`src/rtl/branch_ctrl.sv`:
```
// branch_ctrl: branch decode, resolution, misprediction redirect and 2-bit BHT predictor
module branch_ctrl #(
   parameter int BHT_DEPTH = 16,
   parameter int IDX_LSB   = 2
) (
   input  logic        i_clk,
   input  logic        i_reset,
   input  logic [31:0] i_if_pc,
   output logic        o_if_pred_taken,
   input  logic        i_ex_valid,
   input  logic [31:0] i_ex_pc,
   input  logic        i_ex_is_br,
   input  logic        i_ex_is_jal,
   input  logic        i_ex_is_jalr,
   input  logic [2:0]  i_ex_funct3,
   input  logic        i_ex_pred_taken,
   input  logic        i_stall,
   input  logic        i_br_less,
   input  logic        i_br_equal,
   output logic        o_br_un,
   output logic        o_ex_taken,
   output logic [1:0]  o_redirect,
   output logic        o_flush,
   output logic [31:0] o_br_count,
   output logic [31:0] o_mispred_count
);
   localparam int IW = $clog2(BHT_DEPTH);

   logic [1:0]    bht_q [BHT_DEPTH];
   logic [1:0]    ent, ent_d;
   logic [31:0]   br_cnt_q, br_cnt_d, mis_cnt_q, mis_cnt_d;
   logic [IW-1:0] if_idx, ex_idx;
   logic          resolve, legal, dir, br_sel, jal_sel, mispred, br_upd;

   assign if_idx          = i_if_pc[IDX_LSB +: IW];
   assign ex_idx          = i_ex_pc[IDX_LSB +: IW];
   assign o_if_pred_taken = bht_q[if_idx][1];
   assign o_br_count      = br_cnt_q;
   assign o_mispred_count = mis_cnt_q;

   // decode direction, pick the winning control-flow kind (JALR > JAL > branch) and form redirect/flush
   always_comb begin
      legal      = i_ex_funct3[2:1] != 2'b01;
      dir        = i_ex_funct3[2] ? (i_br_less ^ i_ex_funct3[0]) : (i_br_equal ^ i_ex_funct3[0]);
      jal_sel    = i_ex_is_jal & ~i_ex_is_jalr;
      br_sel     = i_ex_is_br & ~i_ex_is_jal & ~i_ex_is_jalr & legal;
      resolve    = i_ex_valid & ~i_stall;
      o_ex_taken = i_ex_is_jalr | i_ex_is_jal | (br_sel & dir);
      mispred    = br_sel & (dir ^ i_ex_pred_taken);
      br_upd     = resolve & br_sel;
      o_flush    = resolve & (i_ex_is_jalr | (jal_sel & ~i_ex_pred_taken) | mispred);
      o_redirect = ~o_flush ? 2'b00 : (br_sel & ~dir) ? 2'b10 : 2'b01;
      o_br_un    = i_ex_is_br ? ~i_ex_funct3[1] : 1'b1;
      ent        = bht_q[ex_idx];
      ent_d      = dir ? ((ent == 2'b11) ? ent : ent + 2'd1) : ((ent == 2'b00) ? ent : ent - 2'd1);
      br_cnt_d   = br_cnt_q + {31'd0, br_upd & ~&br_cnt_q};
      mis_cnt_d  = mis_cnt_q + {31'd0, br_upd & mispred & ~&mis_cnt_q};
   end

   // predictor table: trained only by resolving legal conditional branches
   always_ff @(posedge i_clk or posedge i_reset) begin
      if (i_reset) begin
         for (int k = 0; k < BHT_DEPTH; k++) bht_q[k] <= 2'b01;
      end else if (br_upd) begin
         bht_q[ex_idx] <= ent_d;
      end
   end

   // saturating statistics counters
   always_ff @(posedge i_clk or posedge i_reset) begin
      if (i_reset) begin
         br_cnt_q  <= '0;
         mis_cnt_q <= '0;
      end else begin
         br_cnt_q  <= br_cnt_d;
         mis_cnt_q <= mis_cnt_d;
      end
   end
endmodule

```
`config.mk`:
```
export PLATFORM = sky130hd
export DESIGN_NAME = branch_ctrl
export DESIGN_NICKNAME = d
export VERILOG_FILES = /design/src/rtl/branch_ctrl.sv
export SDC_FILE = /design/constraint.sdc
export NUM_CORES = 1
export LEC_CHECK = 0
export CAP_MARGIN = 20
export CELL_PAD_IN_SITES_DETAIL_PLACEMENT = 1
export CELL_PAD_IN_SITES_GLOBAL_PLACEMENT = 1
export CORE_MARGIN = 1
export CORE_UTILIZATION = 37
export DETAILED_ROUTE_END_ITERATION = 16
export GPL_TIMING_DRIVEN = 1
export MAX_ROUTING_LAYER = met4
export PLACE_DENSITY = 0.91
export SLEW_MARGIN = 20
export SYNTH_ARGS = -nofsm -noshare
export SYNTH_HDL_FRONTEND = slang
export SYNTH_SLANG_ARGS = --single-unit
```
`constraint.sdc`:
```
create_clock -name i_clk -period 4.5 [get_ports i_clk]
set_input_delay 0.9 -clock i_clk [delete_from_list [all_inputs] [get_ports i_clk]]
set_output_delay 0.9 -clock i_clk [all_outputs]
set_load 0.02 [all_outputs]
```
Word-level counts from Yosys, hierarchy flattened --
Index checks and enable logic that the tools add are counted.
Word-level totals: register bits 96, input port bits 77
Cells by class: add/subtract/negate cells 4, $lt $le $gt $ge 3, equality and inequality tests 2, mux-type cells 16, bitwise gates (word level) 29, reduce and logical (&&, ||, !) cells 6
Operators by type and width (number):
- adder 32 x 1 -> 32 bit | 2
- AND reduction 32 bit | 2
- bitwise mux 32 bit | 1
- two-way mux 2 bit | 10
- binary-select mux 2 bit (select 4 bit) | 2
- bitwise AND 1 bit | 14
- greater-or-equal comparator 5 bit (second input constant) | 2
- inverter 4 -> 5 bit | 2
- demux 2 bit (select 4 bit) | 1
- inverter 1 bit | 6
- less-than comparator 5 x 1 -> 1 bit (second input constant) | 1
- bitwise OR 1 bit | 4
- bitwise XOR 1 bit | 3
- adder 2 x 1 -> 2 bit (second input constant) | 1
- equality test 2 bit (second input constant) | 1
- zero test 1 bit | 2
- zero test 2 bit | 1
- two-way mux 1 bit | 2
- != test 2 x 1 -> 1 bit (second input constant) | 1
- subtractor 2 x 1 -> 2 bit (second input constant) | 1
- logical AND 1 bit | 1

Depth between registers and ports, before layout --
depth after elaboration 8, depth in mapped cells 12

Least setup slack after synthesis --
OpenSTA, ideal clock, no wires.
path type input -> register, start input i_ex_funct3[2], end register mis_cnt_q[30], in the netlist o_mispred_count[30], library setup time 80 ps, arrival 3223 ps, required time 4420 ps, setup slack 1198 ps, cell stages on the path 11, cell sequence mux2i_1 -> xor2_4 -> xor2_1 -> nor4_1 -> ha_1 -> ha_1 -> nand3_1 -> nor2_1 -> nand4_1 -> nor4_1 -> xor2_1
On the way: cells in the longest elaborated chain, start to end 6
RTL lines:
- from (decl) | RTL line 15 | input logic [2:0] i_ex_funct3,
- != test 2 x 1 -> 1 bit / two-way mux 1 bit (equally long branches) | RTL line 43, 44
- bitwise AND 1 bit / bitwise XOR 1 bit (equally long branches) | RTL line 46, 49
- bitwise AND 1 bit, on equally long branches | RTL line 50, 49
- bitwise AND 1 bit (*) (2 in a row) | RTL line 57 | mis_cnt_d = mis_cnt_q + {31'd0, br_upd & mispred & ~&mis_cnt_q};
- adder 32 x 1 -> 32 bit (*) | RTL line 57
- via mis_cnt_d[30] | RTL line 31 | logic [31:0] br_cnt_q, br_cnt_d, mis_cnt_q, mis_cnt_d;
- to (signal assigned) | RTL line 76 | mis_cnt_q <= mis_cnt_d;
- to (decl) | RTL line 31
Mark *: on every way through the listed nets, which the timed path passes. The rest lies on a longest branch. A chain may end at the register's enable or synchronous reset.

Worst setup path after layout --
start input i_ex_funct3[2], end output o_redirect[1]
On the way: cells in the longest elaborated chain, start to end 6
RTL lines:
- != test 2 x 1 -> 1 bit / two-way mux 1 bit (equally long branches) | RTL line 43, 44
- bitwise AND 1 bit / bitwise XOR 1 bit (equally long branches) | RTL line 46, 49
- bitwise AND 1 bit | RTL line 49 | mispred = br_sel & (dir ^ i_ex_pred_taken);
- bitwise OR 1 bit | RTL line 51 | o_flush = resolve & (i_ex_is_jalr | (jal_sel & ~i_ex_pred_taken) | mispred);
- bitwise AND 1 bit | RTL line 51
- two-way mux 2 bit (*) | RTL line 52 | o_redirect = ~o_flush ? 2'b00 : (br_sel & ~dir) ? 2'b10 : 2'b01;
- to (decl) | RTL line 22 | output logic [1:0] o_redirect,
Every way passes the cells marked *; elsewhere a longest branch is shown, timed or not.

==> reports/metrics.cfg <==
[cts]
clock_path_buffers = 2
cts-root-buf = clkbuf_16
worstSkewPairLatency_ps = 350
cts_setup_buffers = 0
post_cts_resize_count = 0
cts-hold-fix-buffers = 0
cts_htree_levels = 3
numCtsBuffers = 9
cts.sinks = 96
cts_tree = yes
clk_pin_slew_ps = 60

[setup_path]
max_stage_delay_ps = 600
cp_common_cell = clkdlybuf4s50_1
arrival_ps = 3290
end_kind = output port
reg2reg_depth = 11
path_cells = clkdlybuf4s50_1 -> mux2i_1 -> xor2_4 -> nand2_1 -> a22oi_1 -> o2111a_1 -> clkdlybuf4s50_1
critical_path_depth = 7
cp_max_fo = 8
cp-start-kind = input pin
path_class = in2out
critPathRequiredTime_ps = 3600
critical_path.slowest_cell = clkdlybuf4s50_1
crit_family = buffers and inverters
cp_num_buf_inv = 2

[finish]
diodes = 0
drive_above_1_share = 0.169
layout.nets = 568
synthToLayoutAreaGrowth_pct = 29.9
num-fill-cells = 1272
post-route-util = 0.502

[sta]
finalWorstSetupSlack_ps = 312
min_period_ps = 4190
fin_crit_sh = 0.931
rsz0062_at_grt = no
fmax_mhz = 239
setup_viol = 0
setup_tns_ps = 0
slew_headroom = 0.530
slew_viol_final = 0
finClkSkew_ps = 9.81
tightest_slew_ps = 698
hold_violations = 0

[grt]
antenna_found_initial = 0
grt_pass1_wl_mm = 20.1
grt_use_total = 0.203
grt_overflow = 0
grt_pass1_vias = 3895
grt_start_max_net_pins = 36

[floorplan]
die_y_um = 115
num_rows = 40
die-area_um2 = 13300
core_area_um2 = 12300
die_w_um = 115
ioPinCount = 147
start_util = 0.386

[yosys]
syn_avg_cell_area_um2 = 12.2
synth.top_cell.area_share = 0.423
synth-async-reset-ratio = 1.00
ys_seq_area_frac = 0.512
ys_seq_elements = 96
synth.most_common_cell = dfrtp_1
synth.distinct_cells = 41
synthCells = 387
synth-edff-count = 0
synthesis.area_um2 = 4730
yosysWarnings = 0
synth_top_cell_by_area = dfrtp_1
syn_nets = 468
netlist_top_cells_count = dfrtp_1, xnor2_1, mux2_2
synth_flop_cell = dfrtp_1
synth_area_leaders = dfrtp_1, dfstp_2, mux2_2

[drt]
viasPerCell = 5.32
drc = 0
vias = 3513
postRouteAntennaNets = 0
dr.first_iter.drc_count = 128
post_drt_wl_per_cell_um = 18.6
dr.pass1.iters = 6
routed_wl_mm = 12.3

[placement]
io_buffers = 90
dpl_worst_slack_ps = 202
gp_congestion = 0.815
hpwl_mm = 9.16

[power_and_ir_drop]
power_density_nw_per_um2 = 311
vdd_drop_max_mv = 0.206
leakagePower_nw = 2.64

[outcome]
outcome = finished clean

[hold_path]
worstHoldPathCells = 1
hold_path_class = reg2reg

[run]
cap_violations = 0

sequential cells by signal (all words and copies together) (netlist names):
register,flops
bht_q,32
o_mispred_count,32
o_br_count,32
stage by stage:
stage,cell area [um^2],power [mW],std cells,hold slack [ps]
after CTS,6150,1.93,660,496
after detailed placement,5830,1.10,644,487
after global placement,5830,1.09,644,479
final,6150,1.91,660,490
after global routing,6150,1.98,660,527
after floorplan,4730,1.01,387,489
logic make-up after synthesis:
kind of cell / count (synthesis) / share of synthesized area
simple gates: 150 / 0.165
flops: 96 / 0.512
xor+xnor: 61 / 0.117
mux: 52 / 0.159
compound gates: 13 / 0.0198
buf+inv: 11 / 0.0169
fa+ha+maj: 4 / 0.0106
layout by cell type (no fill, tap or decap), types with 2 or more instances in the layout:
master           count
ha_1                 4
clkbuf_16            9
nor2_1              26
nor3b_1              2
mux4_2               7
nand3_1             29
o21ai_0              3
inv_1                3
nand2b_1             8
dfrtp_1             80
nand2_1             30
nor3_1               6
a21oi_1              2
a32o_2               2
mux4_1               6
clkinv_4             3
and3_1               9
nor4_1               7
and4_1               8
o21ai_1              2
bufinv_16            2
xnor2_1             42
mux2_2              33
xor2_1              18
nand4_1             17
buf_4                6
nand3b_1             2
mux2i_1              4
clkdlybuf4s50_1     90
dfstp_2             16
report_power, final:
group | switching (mW) | leakage (nW) | total, mW | internal [mW]
clock | 0.337 | 0.153 | 0.827 | 0.490
sequential | 0.0249 | 1.27 | 0.915 | 0.890
combinational | 0.0939 | 1.21 | 0.170 | 0.0757
worst paths after layout:
path                                         start                  end  slack (ps)
worst max-delay path                i_ex_funct3[2]        o_redirect[1]         310
worst min-delay path                o_br_count[26]       o_br_count[26]         490
worst max register to register  o_mispred_count[8]  o_mispred_count[21]        1170
worst min register to register      o_br_count[26]       o_br_count[26]         490
max in group asynchronous                  i_reset            bht_q[20]        2720
min in group asynchronous                  i_reset  o_mispred_count[14]         890
cell type report:
type,instances,area (um^2),area share
Sequential cell,96,2420,0.394
Multi-Input combinational cell,280,2230,0.363
Timing Repair Buffer,96,946,0.154
Clock buffer,10,229,0.0372
Tap cell,168,210,0.0342
Clock inverter,6,93.8,0.0153
Inverter,4,16.3,0.00264
routing by layer:
metal	track usage	up-vias	wire length, um
met2	0.344	83	6330
met4	0.0883	0	308
met5	-	-	0
met3	0.0306	23	375
li1	-	1598	-
met1	0.241	1809	5240
Note: power is estimated with default switching activity, not from simulation.
